===== config.mk =====
export PLATFORM = sky130hd
export DESIGN_NAME = seg_skid_reg
export DESIGN_NICKNAME = d
export VERILOG_FILES = /design/src/rtl/seg_pkg.sv /design/src/rtl/seg_perf_counter.sv /design/src/rtl/seg_skid_reg.sv
export SDC_FILE = /design/constraint.sdc
export NUM_CORES = 1
export LEC_CHECK = 0
export ABC_AREA = 1
export CORE_ASPECT_RATIO = 1.1
export CORE_MARGIN = 4
export CORE_UTILIZATION = 25
export CTS_CLUSTER_SIZE = 24
export DETAILED_ROUTE_END_ITERATION = 10
export PLACE_DENSITY = 0.54
export SLEW_MARGIN = 20
export SYNTH_ARGS = -nofsm -noshare
export SYNTH_HDL_FRONTEND = slang
export SYNTH_HIERARCHICAL = 1
export SYNTH_SLANG_ARGS = --single-unit
export TNS_END_PERCENT = 100

===== constraint.sdc =====
create_clock -name clk -period 1.19 [get_ports clk]
set_input_delay 0.2975 -clock clk [delete_from_list [all_inputs] [get_ports clk]]
set_output_delay 0.2975 -clock clk [all_outputs]
set_load 0.02 [all_outputs]

===== src/rtl/seg_pkg.sv =====
// Shared definitions for the pipeline segment register: NOP control
// constant, occupancy encoding and performance counter width/helpers.
package seg_pkg;

  // Widest control bundle the NOP constant covers; instances slice it down.
  localparam int SEG_CTRL_MAX_W = 64;

  // All-zero control is the pipeline bubble.
  localparam logic [SEG_CTRL_MAX_W-1:0] SEG_CTRL_NOP = {SEG_CTRL_MAX_W{1'b0}};

  // Number of held entries; doubles as the FSM state encoding.
  typedef enum logic [1:0] {
    OCC_EMPTY = 2'd0,
    OCC_ONE   = 2'd1,
    OCC_TWO   = 2'd2
  } seg_occ_e;

  localparam int PERF_CNT_W = 32;

  // Increment that sticks at all-ones instead of wrapping.
  function automatic logic [PERF_CNT_W-1:0] seg_sat_inc(input logic [PERF_CNT_W-1:0] v);
    logic [PERF_CNT_W-1:0] r;
    if (v == {PERF_CNT_W{1'b1}}) begin
      r = v;
    end else begin
      r = v + {{(PERF_CNT_W-1){1'b0}}, 1'b1};
    end
    return r;
  endfunction

endpackage


===== src/rtl/seg_perf_counter.sv =====
// Saturating event counter with increment enable. Used three times by
// seg_skid_reg when SEG_PERF_CNT_EN is defined.
module seg_perf_counter
  import seg_pkg::*;
(
  input  logic                  clk,
  input  logic                  rst_n,
  input  logic                  inc,
  output logic [PERF_CNT_W-1:0] count
);

  logic [PERF_CNT_W-1:0] count_r;

  // Count qualifying cycles, holding at the maximum value.
  always_ff @(posedge clk) begin
    if (!rst_n) begin
      count_r <= {PERF_CNT_W{1'b0}};
    end else if (inc) begin
      count_r <= seg_sat_inc(count_r);
    end else begin
      count_r <= count_r;
    end
  end

  assign count = count_r;

endmodule


===== src/rtl/seg_skid_reg.sv =====
// Generic pipeline segment register with valid/ready handshake and a
// two-entry skid buffer. in_ready comes straight from a flop, so
// downstream back-pressure never forms a combinational path upstream.
// Flush empties the buffer and zeroes stored control (and data when
// CLEAR_DATA=1). Optional macro SEG_PERF_CNT_EN adds stall, bubble and
// flush event counters without changing the datapath.
module seg_skid_reg
  import seg_pkg::*;
#(
  parameter int DATA_W     = 128,
  parameter int CTRL_W     = 24,
  parameter int CLEAR_DATA = 1
) (
  input  logic                  clk,
  input  logic                  rst_n,
  input  logic                  in_valid,
  output logic                  in_ready,
  input  logic [DATA_W-1:0]     in_data,
  input  logic [CTRL_W-1:0]     in_ctrl,
  input  logic                  flush,
  output logic                  out_valid,
  input  logic                  out_ready,
  output logic [DATA_W-1:0]     out_data,
  output logic [CTRL_W-1:0]     out_ctrl,
`ifdef SEG_PERF_CNT_EN
  output logic [PERF_CNT_W-1:0] stall_cnt,
  output logic [PERF_CNT_W-1:0] bubble_cnt,
  output logic [PERF_CNT_W-1:0] flush_cnt,
`endif
  output logic [1:0]            occupancy
);

  localparam logic [CTRL_W-1:0] CTRL_NOP  = SEG_CTRL_NOP[CTRL_W-1:0];
  localparam logic [DATA_W-1:0] DATA_ZERO = {DATA_W{1'b0}};

  seg_occ_e          occ_r,          occ_nxt_s;
  logic [DATA_W-1:0] main_data_r,    main_data_nxt_s;
  logic [CTRL_W-1:0] main_ctrl_r,    main_ctrl_nxt_s;
  logic [DATA_W-1:0] skid_data_r,    skid_data_nxt_s;
  logic [CTRL_W-1:0] skid_ctrl_r,    skid_ctrl_nxt_s;
  logic              in_ready_r,     in_ready_nxt_s;
  logic              out_valid_r,    out_valid_nxt_s;
  logic              accept_s;
  logic              pop_s;

  // Handshakes use only registered flags on our side.
  assign accept_s = in_valid & in_ready_r;
  assign pop_s    = out_valid_r & out_ready;

  // State and storage registers; in_ready/out_valid are registered copies
  // of the decoded next occupancy.
  always_ff @(posedge clk) begin
    if (!rst_n) begin
      occ_r       <= OCC_EMPTY;
      main_data_r <= DATA_ZERO;
      main_ctrl_r <= CTRL_NOP;
      skid_data_r <= DATA_ZERO;
      skid_ctrl_r <= CTRL_NOP;
      in_ready_r  <= 1'b1;
      out_valid_r <= 1'b0;
    end else begin
      occ_r       <= occ_nxt_s;
      main_data_r <= main_data_nxt_s;
      main_ctrl_r <= main_ctrl_nxt_s;
      skid_data_r <= skid_data_nxt_s;
      skid_ctrl_r <= skid_ctrl_nxt_s;
      in_ready_r  <= in_ready_nxt_s;
      out_valid_r <= out_valid_nxt_s;
    end
  end

  // Next occupancy and storage: flush wins over accept, otherwise FIFO moves.
  always_comb begin
    occ_nxt_s       = occ_r;
    main_data_nxt_s = main_data_r;
    main_ctrl_nxt_s = main_ctrl_r;
    skid_data_nxt_s = skid_data_r;
    skid_ctrl_nxt_s = skid_ctrl_r;

    if (flush) begin
      occ_nxt_s       = OCC_EMPTY;
      main_ctrl_nxt_s = CTRL_NOP;
      skid_ctrl_nxt_s = CTRL_NOP;
      if (CLEAR_DATA != 0) begin
        main_data_nxt_s = DATA_ZERO;
        skid_data_nxt_s = DATA_ZERO;
      end else begin
        main_data_nxt_s = main_data_r;
        skid_data_nxt_s = skid_data_r;
      end
    end else begin
      case (occ_r)
        OCC_EMPTY: begin
          if (accept_s) begin
            occ_nxt_s       = OCC_ONE;
            main_data_nxt_s = in_data;
            main_ctrl_nxt_s = in_ctrl;
          end else begin
            occ_nxt_s = OCC_EMPTY;
          end
        end
        OCC_ONE: begin
          if (accept_s && pop_s) begin
            occ_nxt_s       = OCC_ONE;
            main_data_nxt_s = in_data;
            main_ctrl_nxt_s = in_ctrl;
          end else if (accept_s) begin
            occ_nxt_s       = OCC_TWO;
            skid_data_nxt_s = in_data;
            skid_ctrl_nxt_s = in_ctrl;
          end else if (pop_s) begin
            occ_nxt_s = OCC_EMPTY;
          end else begin
            occ_nxt_s = OCC_ONE;
          end
        end
        OCC_TWO: begin
          if (pop_s) begin
            occ_nxt_s       = OCC_ONE;
            main_data_nxt_s = skid_data_r;
            main_ctrl_nxt_s = skid_ctrl_r;
          end else begin
            occ_nxt_s = OCC_TWO;
          end
        end
        default: begin
          occ_nxt_s = OCC_EMPTY;
        end
      endcase
    end

    in_ready_nxt_s  = (occ_nxt_s != OCC_TWO);
    out_valid_nxt_s = (occ_nxt_s != OCC_EMPTY);
  end

  // Outputs: control is masked to NOP whenever the head is not valid.
  always_comb begin
    in_ready  = in_ready_r;
    out_valid = out_valid_r;
    out_data  = main_data_r;
    occupancy = occ_r;
    if (out_valid_r) begin
      out_ctrl = main_ctrl_r;
    end else begin
      out_ctrl = CTRL_NOP;
    end
  end

`ifdef SEG_PERF_CNT_EN
  logic stall_ev_s;
  logic bubble_ev_s;
  logic flush_ev_s;

  assign stall_ev_s  = in_valid & ~in_ready_r;
  assign bubble_ev_s = out_ready & ~out_valid_r;
  assign flush_ev_s  = flush & (occ_r != OCC_EMPTY);

  seg_perf_counter u_stall_cnt (
    .clk   (clk),
    .rst_n (rst_n),
    .inc   (stall_ev_s),
    .count (stall_cnt)
  );

  seg_perf_counter u_bubble_cnt (
    .clk   (clk),
    .rst_n (rst_n),
    .inc   (bubble_ev_s),
    .count (bubble_cnt)
  );

  seg_perf_counter u_flush_cnt (
    .clk   (clk),
    .rst_n (rst_n),
    .inc   (flush_ev_s),
    .count (flush_cnt)
  );
`endif

endmodule


## Word level (Yosys, flattened, before mapping)

Index checks and enable logic that the tools add are counted.
W data, S select, Z words.

| storage, ports and cells | value |
|---|---|
| output and inout port bits | 156 |
| input bits | 157 |
| register bits | 308 |
| word-level logic and storage cells | 40 |

| cells by class | value |
|---|---|
| bitwise logic cells | 4 |
| muxes and demuxes | 16 |
| equality and inequality tests | 6 |
| reduce and logical (&&, ||, !) cells | 7 |

Operators with widths:

| kind | number |
|---|---|
| $mux W128 | 3 |
| $pmux W128 S3 | 1 |
| $mux W24 | 4 |
| $pmux W24 S3 | 1 |
| $mux W2 | 4 |
| $ne A2 B2 Y1 const B | 4 |
| $pmux W2 S3 | 1 |
| $reduce_and A4 Y1 | 1 |
| $reduce_and A3 Y1 | 1 |
| $reduce_bool A3 Y1 | 1 |
| $and A1 B1 Y1 | 2 |
| $eq A2 B1 Y1 const B | 1 |
| $eq A2 B2 Y1 const B | 1 |
| $logic_not A2 Y1 | 1 |
| $mux W1 | 2 |
| $not A1 Y1 | 2 |
| $reduce_bool A2 Y1 | 1 |
| $reduce_or A2 Y1 | 1 |
| $logic_and A1 B1 Y1 | 1 |

## Depth between registers and ports, before layout

Gate-level depths: netlist of the first run.

| depth | value |
|---|---|
| depth in word-level cells | 7 |
| depth in mapped cells | 9 |
| depth with buffers taken out | 8 |

## Worst setup path after synthesis of the first run

No wires, ideal clock.

| timing path | value |
|---|---|
| path kind | reg-to-reg |
| start | register out_valid_r (netlist: out_valid) |
| end | register main_data_r[59] (netlist: out_data[59]) |
| slack | -0.285 ns |
| arrival time | 1.360 ns |
| data required time | 1.075 ns |
| setup time | 0.115 ns |
| clock period less this slack | 1.475 ns |
| path buffers | 3 |
| stages on the path, launching flop included | 9 |
| cell sequence | dfxtp_1 buf_4 nand3_1 nand2_1 nand2_4 buf_4 buf_2 a21oi_1 nor2_1 |

| between the ends | value |
|---|---|
| longest elaborated chain between the ends | 4 |
| elaborated cells on any way between the ends | 5 |
| those cells by class | 2 x eq/ne; 1 x bitwise; 2 x reduce/logical |

Ends and longest elaborated chain:

| what | line | source |
|---|---|---|
| start, declared | seg_skid_reg.sv:42 | `logic out_valid_r, out_valid_nxt_s;` |
| start signal, assigned | seg_skid_reg.sv:68 | `out_valid_r <= out_valid_nxt_s;` |
| $and A1 B1 Y1 * | seg_skid_reg.sv:48 | `assign pop_s = out_valid_r & out_ready;` |
| $logic_and A1 B1 Y1 | seg_skid_reg.sv:103 | `if (accept_s && pop_s) begin` |
| $ne A2 B2 Y1 (no line) | n/a |  |
| $reduce_and A4 Y1 (no line) * | n/a |  |
| end signal, assigned | seg_skid_reg.sv:63 | `main_data_r <= main_data_nxt_s;` |
| end, declared | seg_skid_reg.sv:37 | `logic [DATA_W-1:0] main_data_r, main_data_nxt_s;` |

Mark *: on every way between the ends. The rest lies on a longest branch, timed or not.
A chain may end at the register's enable or synchronous reset.

## Worst setup path after layout of the first run

| timing path | value |
|---|---|
| start | register out_valid_r (netlist: out_valid) |
| end | register skid_data_r[109] |

| between the ends | value |
|---|---|
| longest elaborated chain between the ends | 4 |

Ends and longest elaborated chain:

| what | line | source |
|---|---|---|
| $and A1 B1 Y1 | seg_skid_reg.sv:48 |  |
| $logic_and A1 B1 Y1 | seg_skid_reg.sv:103 |  |
| $not A1 Y1 (no line) | n/a |  |
| $reduce_and A3 Y1 (no line) | n/a |  |
| end signal, assigned | seg_skid_reg.sv:65 | `skid_data_r <= skid_data_nxt_s;` |
| end, declared | seg_skid_reg.sv:39 | `logic [DATA_W-1:0] skid_data_r, skid_data_nxt_s;` |

No other way between the ends.

==> flow_summary.yaml, run 1 <==
worst_setup_path:
  rrSetupSlack_ns: -0.42
  cp.arrival_ns: 2.04
  cp_max_fo: 25
  cp_top_family: "buffers and inverters"
  crit_path_end_kind: "flop"
  cp_data_required_time_ns: 1.62
  ff2ff_path_depth: 9
  cp_slowest_stage_delay_ns: 0.36
  critPathKind: "flop to flop"
  start_kind: "flop"
  reg2reg_from: "out_valid"
  r2r-end: "skid_data_r[109]"
  path_buf_inv: 5
  crit_chain: "buf_12 -> buf_6 -> nand2_8 -> nand3_4 -> buf_6 -> buf_12 -> clkbuf_16 -> o21ai_0 -> a21oi_1"
  slowest_stage: "dfxtp_4"
yosys:
  syn_area_sq_um: 13700
  yosysSeqAreaShare: 0.450
  syn_inst: 1926
  synth.net_count: 2083
  syn_area_per_cell_sq_um: 7.12
  post_synth_num_cell_types: 21
  yosys.area.top_type: "dfxtp_1"
  synth_top_area_frac: 0.450
  synthTopCellsByArea: "dfxtp_1 45%, a21oi_1 11%, nand2_1 9.4%, o21ai_0 8.8%, nand3b_1 7.8%"
  synth_warnings: 6
  synth_seq_cells: 308
final_layout:
  fin_nets: 2443
  register_area_sq_um: 6350
  syn_to_final_growth_pct: 54.4
  nFillCells: 5463
  multi_input_area_sq_um: 6460
  drive_above_1_share: 0.269
  layout.cells.non_filler: 3043
  utilization: 0.392
placement:
  dp_hpwl_um: 31500
  dp_cells: 2950
  gp_congestion: 0.801
  numPortBuffers: 312
drt:
  drt_iter0_markers: 771
  final_antenna_net_count: 0
  drc_errors: 0
  drt_pre_antenna_iters: 5
  post_drt_wl_per_cell_um: 15.4
  vias_per_cell: 4.49
  vias: 13700
  finalWirelength_um: 46800
clock_tree:
  clkTransAtPathRegs_ns: 0.06
  htreeDepth: 2
  tritoncts: "built"
  cts_buffers: 38
  clockBufferDepth: 3
  postCtsHoldBufs: 0
  cts-root-buf: "clkbuf_16"
  clkSinkCount: 308
  clk_latency_ns: 0.54
global_routing:
  antenna_found_initial: 3
  grt_pass1_wl_um: 69400
  grt_pass1_vias: 13000
  track_usage: 0.144
  grt_max_degree: 52
  grt-ovfl-total: 0
timing:
  fmax_ghz: 0.622
  finalCritPeriodShare: 1.35
  min_period_ns: 1.61
  report.final.hold_viol_count: 0
  skew_ns: 0.0161
  worst_pin_slew_ns: 0.309
  setup_tns_ns: -129.31
  finalSetupViolCount: 464
  slew_viol_final: 0
  relSlewSlack: 0.794
  setup_slack_ns: -0.417
  rsz0062_at_grt: "yes"
die:
  initial_utilization: 0.254
  dieHeight_um: 254
  pin_count: 313
  dieArea_sq_um: 58700
  coreArea_sq_um: 54000
  dieWidth_um: 231
  fp-row-count: 89
min_path:
  holdCritStartpoint: "in_ctrl[14]"
  hp-class: "primary input to flop"
  min_to: "skid_ctrl_r[14]"
  hold_depth: 3
pwr:
  p_leak_nw: 8.77
  ir_worst_vdd_uv: 806
  p_total_mw: 26.5
  powerDensity_nw_per_um2: 1250
status:
  status: "finished with violations"
  violations: "negative setup slack"
run:
  max_cap_viol_count: 0
## cell usage in the layout (no fill, tap or decap), drive strengths merged
| cell | instances |
|---|---|
| diode | 3 |
| clkinv | 3 |
| clkbuf | 71 |
| clkinvlp | 1 |
| a21oi | 295 |
| buf | 315 |
| clkdlybuf4s50 | 156 |
| nand3 | 7 |
| inv | 195 |
| nand3b | 143 |
| nand2 | 348 |
| bufinv | 2 |
| o21ai | 305 |
| dfxtp | 308 |
| nor2 | 163 |
## layer usage
layer / vias to the layer above / global-route usage / routed length, um
met2: 259 / 0.257 / 23800
met3: 64 / 0.0278 / 1950
met5: - / 0 / 0
met4: 0 / 0.0476 / 1170
met1: 6345 / 0.175 / 19800
li1: 6984 / - / -
## power by group
part	total, mW	switching [mW]	internal (mW)
Combinational	4.14	2.10	2.04
Clock	11.4	4.54	6.90
Sequential	10.9	0.219	10.7
Total	26.5	6.87	19.6
## worst max path at each step
stage / from / endpoint / slack [ns] / depth (start not counted)
after floorplan: out_valid / main_ctrl_r[10] / -0.12 / 8
after global placement: in_valid / out_data[62] / -0.76 / 7
after detailed placement: in_valid / out_data[32] / -0.75 / 7
after CTS: out_valid / out_ctrl[8] / -0.47 / 4
after global routing: out_valid / out_data[57] / -0.51 / 11
final: out_valid / skid_data_r[109] / -0.42 / 9
## cell type report
type,instances,area share
multi-input combinational,1261,0.305
sequential,308,0.300
timing repair buffer,484,0.259
clock buffer,58,0.0528
tap,728,0.0430
inverter,193,0.0346
clock inverter,8,0.00473
antenna,3,0.000355
## what timing repair did
item	in CTS	in global routing
buffers inserted	2	8
pin swaps	1	6
gates cloned	0	14
resized for setup	1095	81
setup endpoints to repair	464	464
## synthesized netlist by cell type
master / count
nor2_4: 1
nand2_2: 3
nand2_4: 1
buf_6: 1
inv_1: 189
inv_2: 4
nand3_2: 1
buf_4: 4
o21ai_0: 240
o21ai_1: 65
nand3b_1: 143
clkbuf_2: 4
nand3_1: 5
dfxtp_1: 308
buf_1: 3
buf_2: 90
nor2_1: 162
nand2_1: 343
clkbuf_1: 63
nand3_4: 1
a21oi_1: 295
## per-stage QoR
stage	hold WS, ns	setup WS (ns)	instance area [sq um]
3_3_place_gp	0.431	-0.764	18800
6_report	0.400	-0.417	21200
5_1_grt	0.395	-0.506	21200
3_5_place_dp	0.437	-0.746	18800
2_1_floorplan	0.423	-0.116	14100
4_1_cts	0.360	-0.465	20500
## sequential cells by signal, indices dropped and copies added, names as in the netlist
register	count
skid_ctrl_r	24
in_ready	1
out_valid	1
skid_data_r	128
main_ctrl_r	24
out_data	128
occupancy	2
## kinds of logic after synthesis
logic type	count (synthesis)	synth area share
AND/OR/NAND/NOR	660	0.223
AO/OA/AOI/OAI	600	0.219
buffers and inverters	358	0.108
flip-flops	308	0.450
## tightest hold or removal path: stages
cell	delay, ns
clkdlybuf4s50_1	0.42
o21ai_1	0.13
a21oi_1	0.04
Power figures use the tool's default switching activity.
==> inputs of run 2 (changes only) <==
- CAP_MARGIN: default -> 20
- GPL_ROUTABILITY_DRIVEN: default -> 0
==> results of run 2 <==
The final DEF is identical to that of run 1; final timing and power are the same.
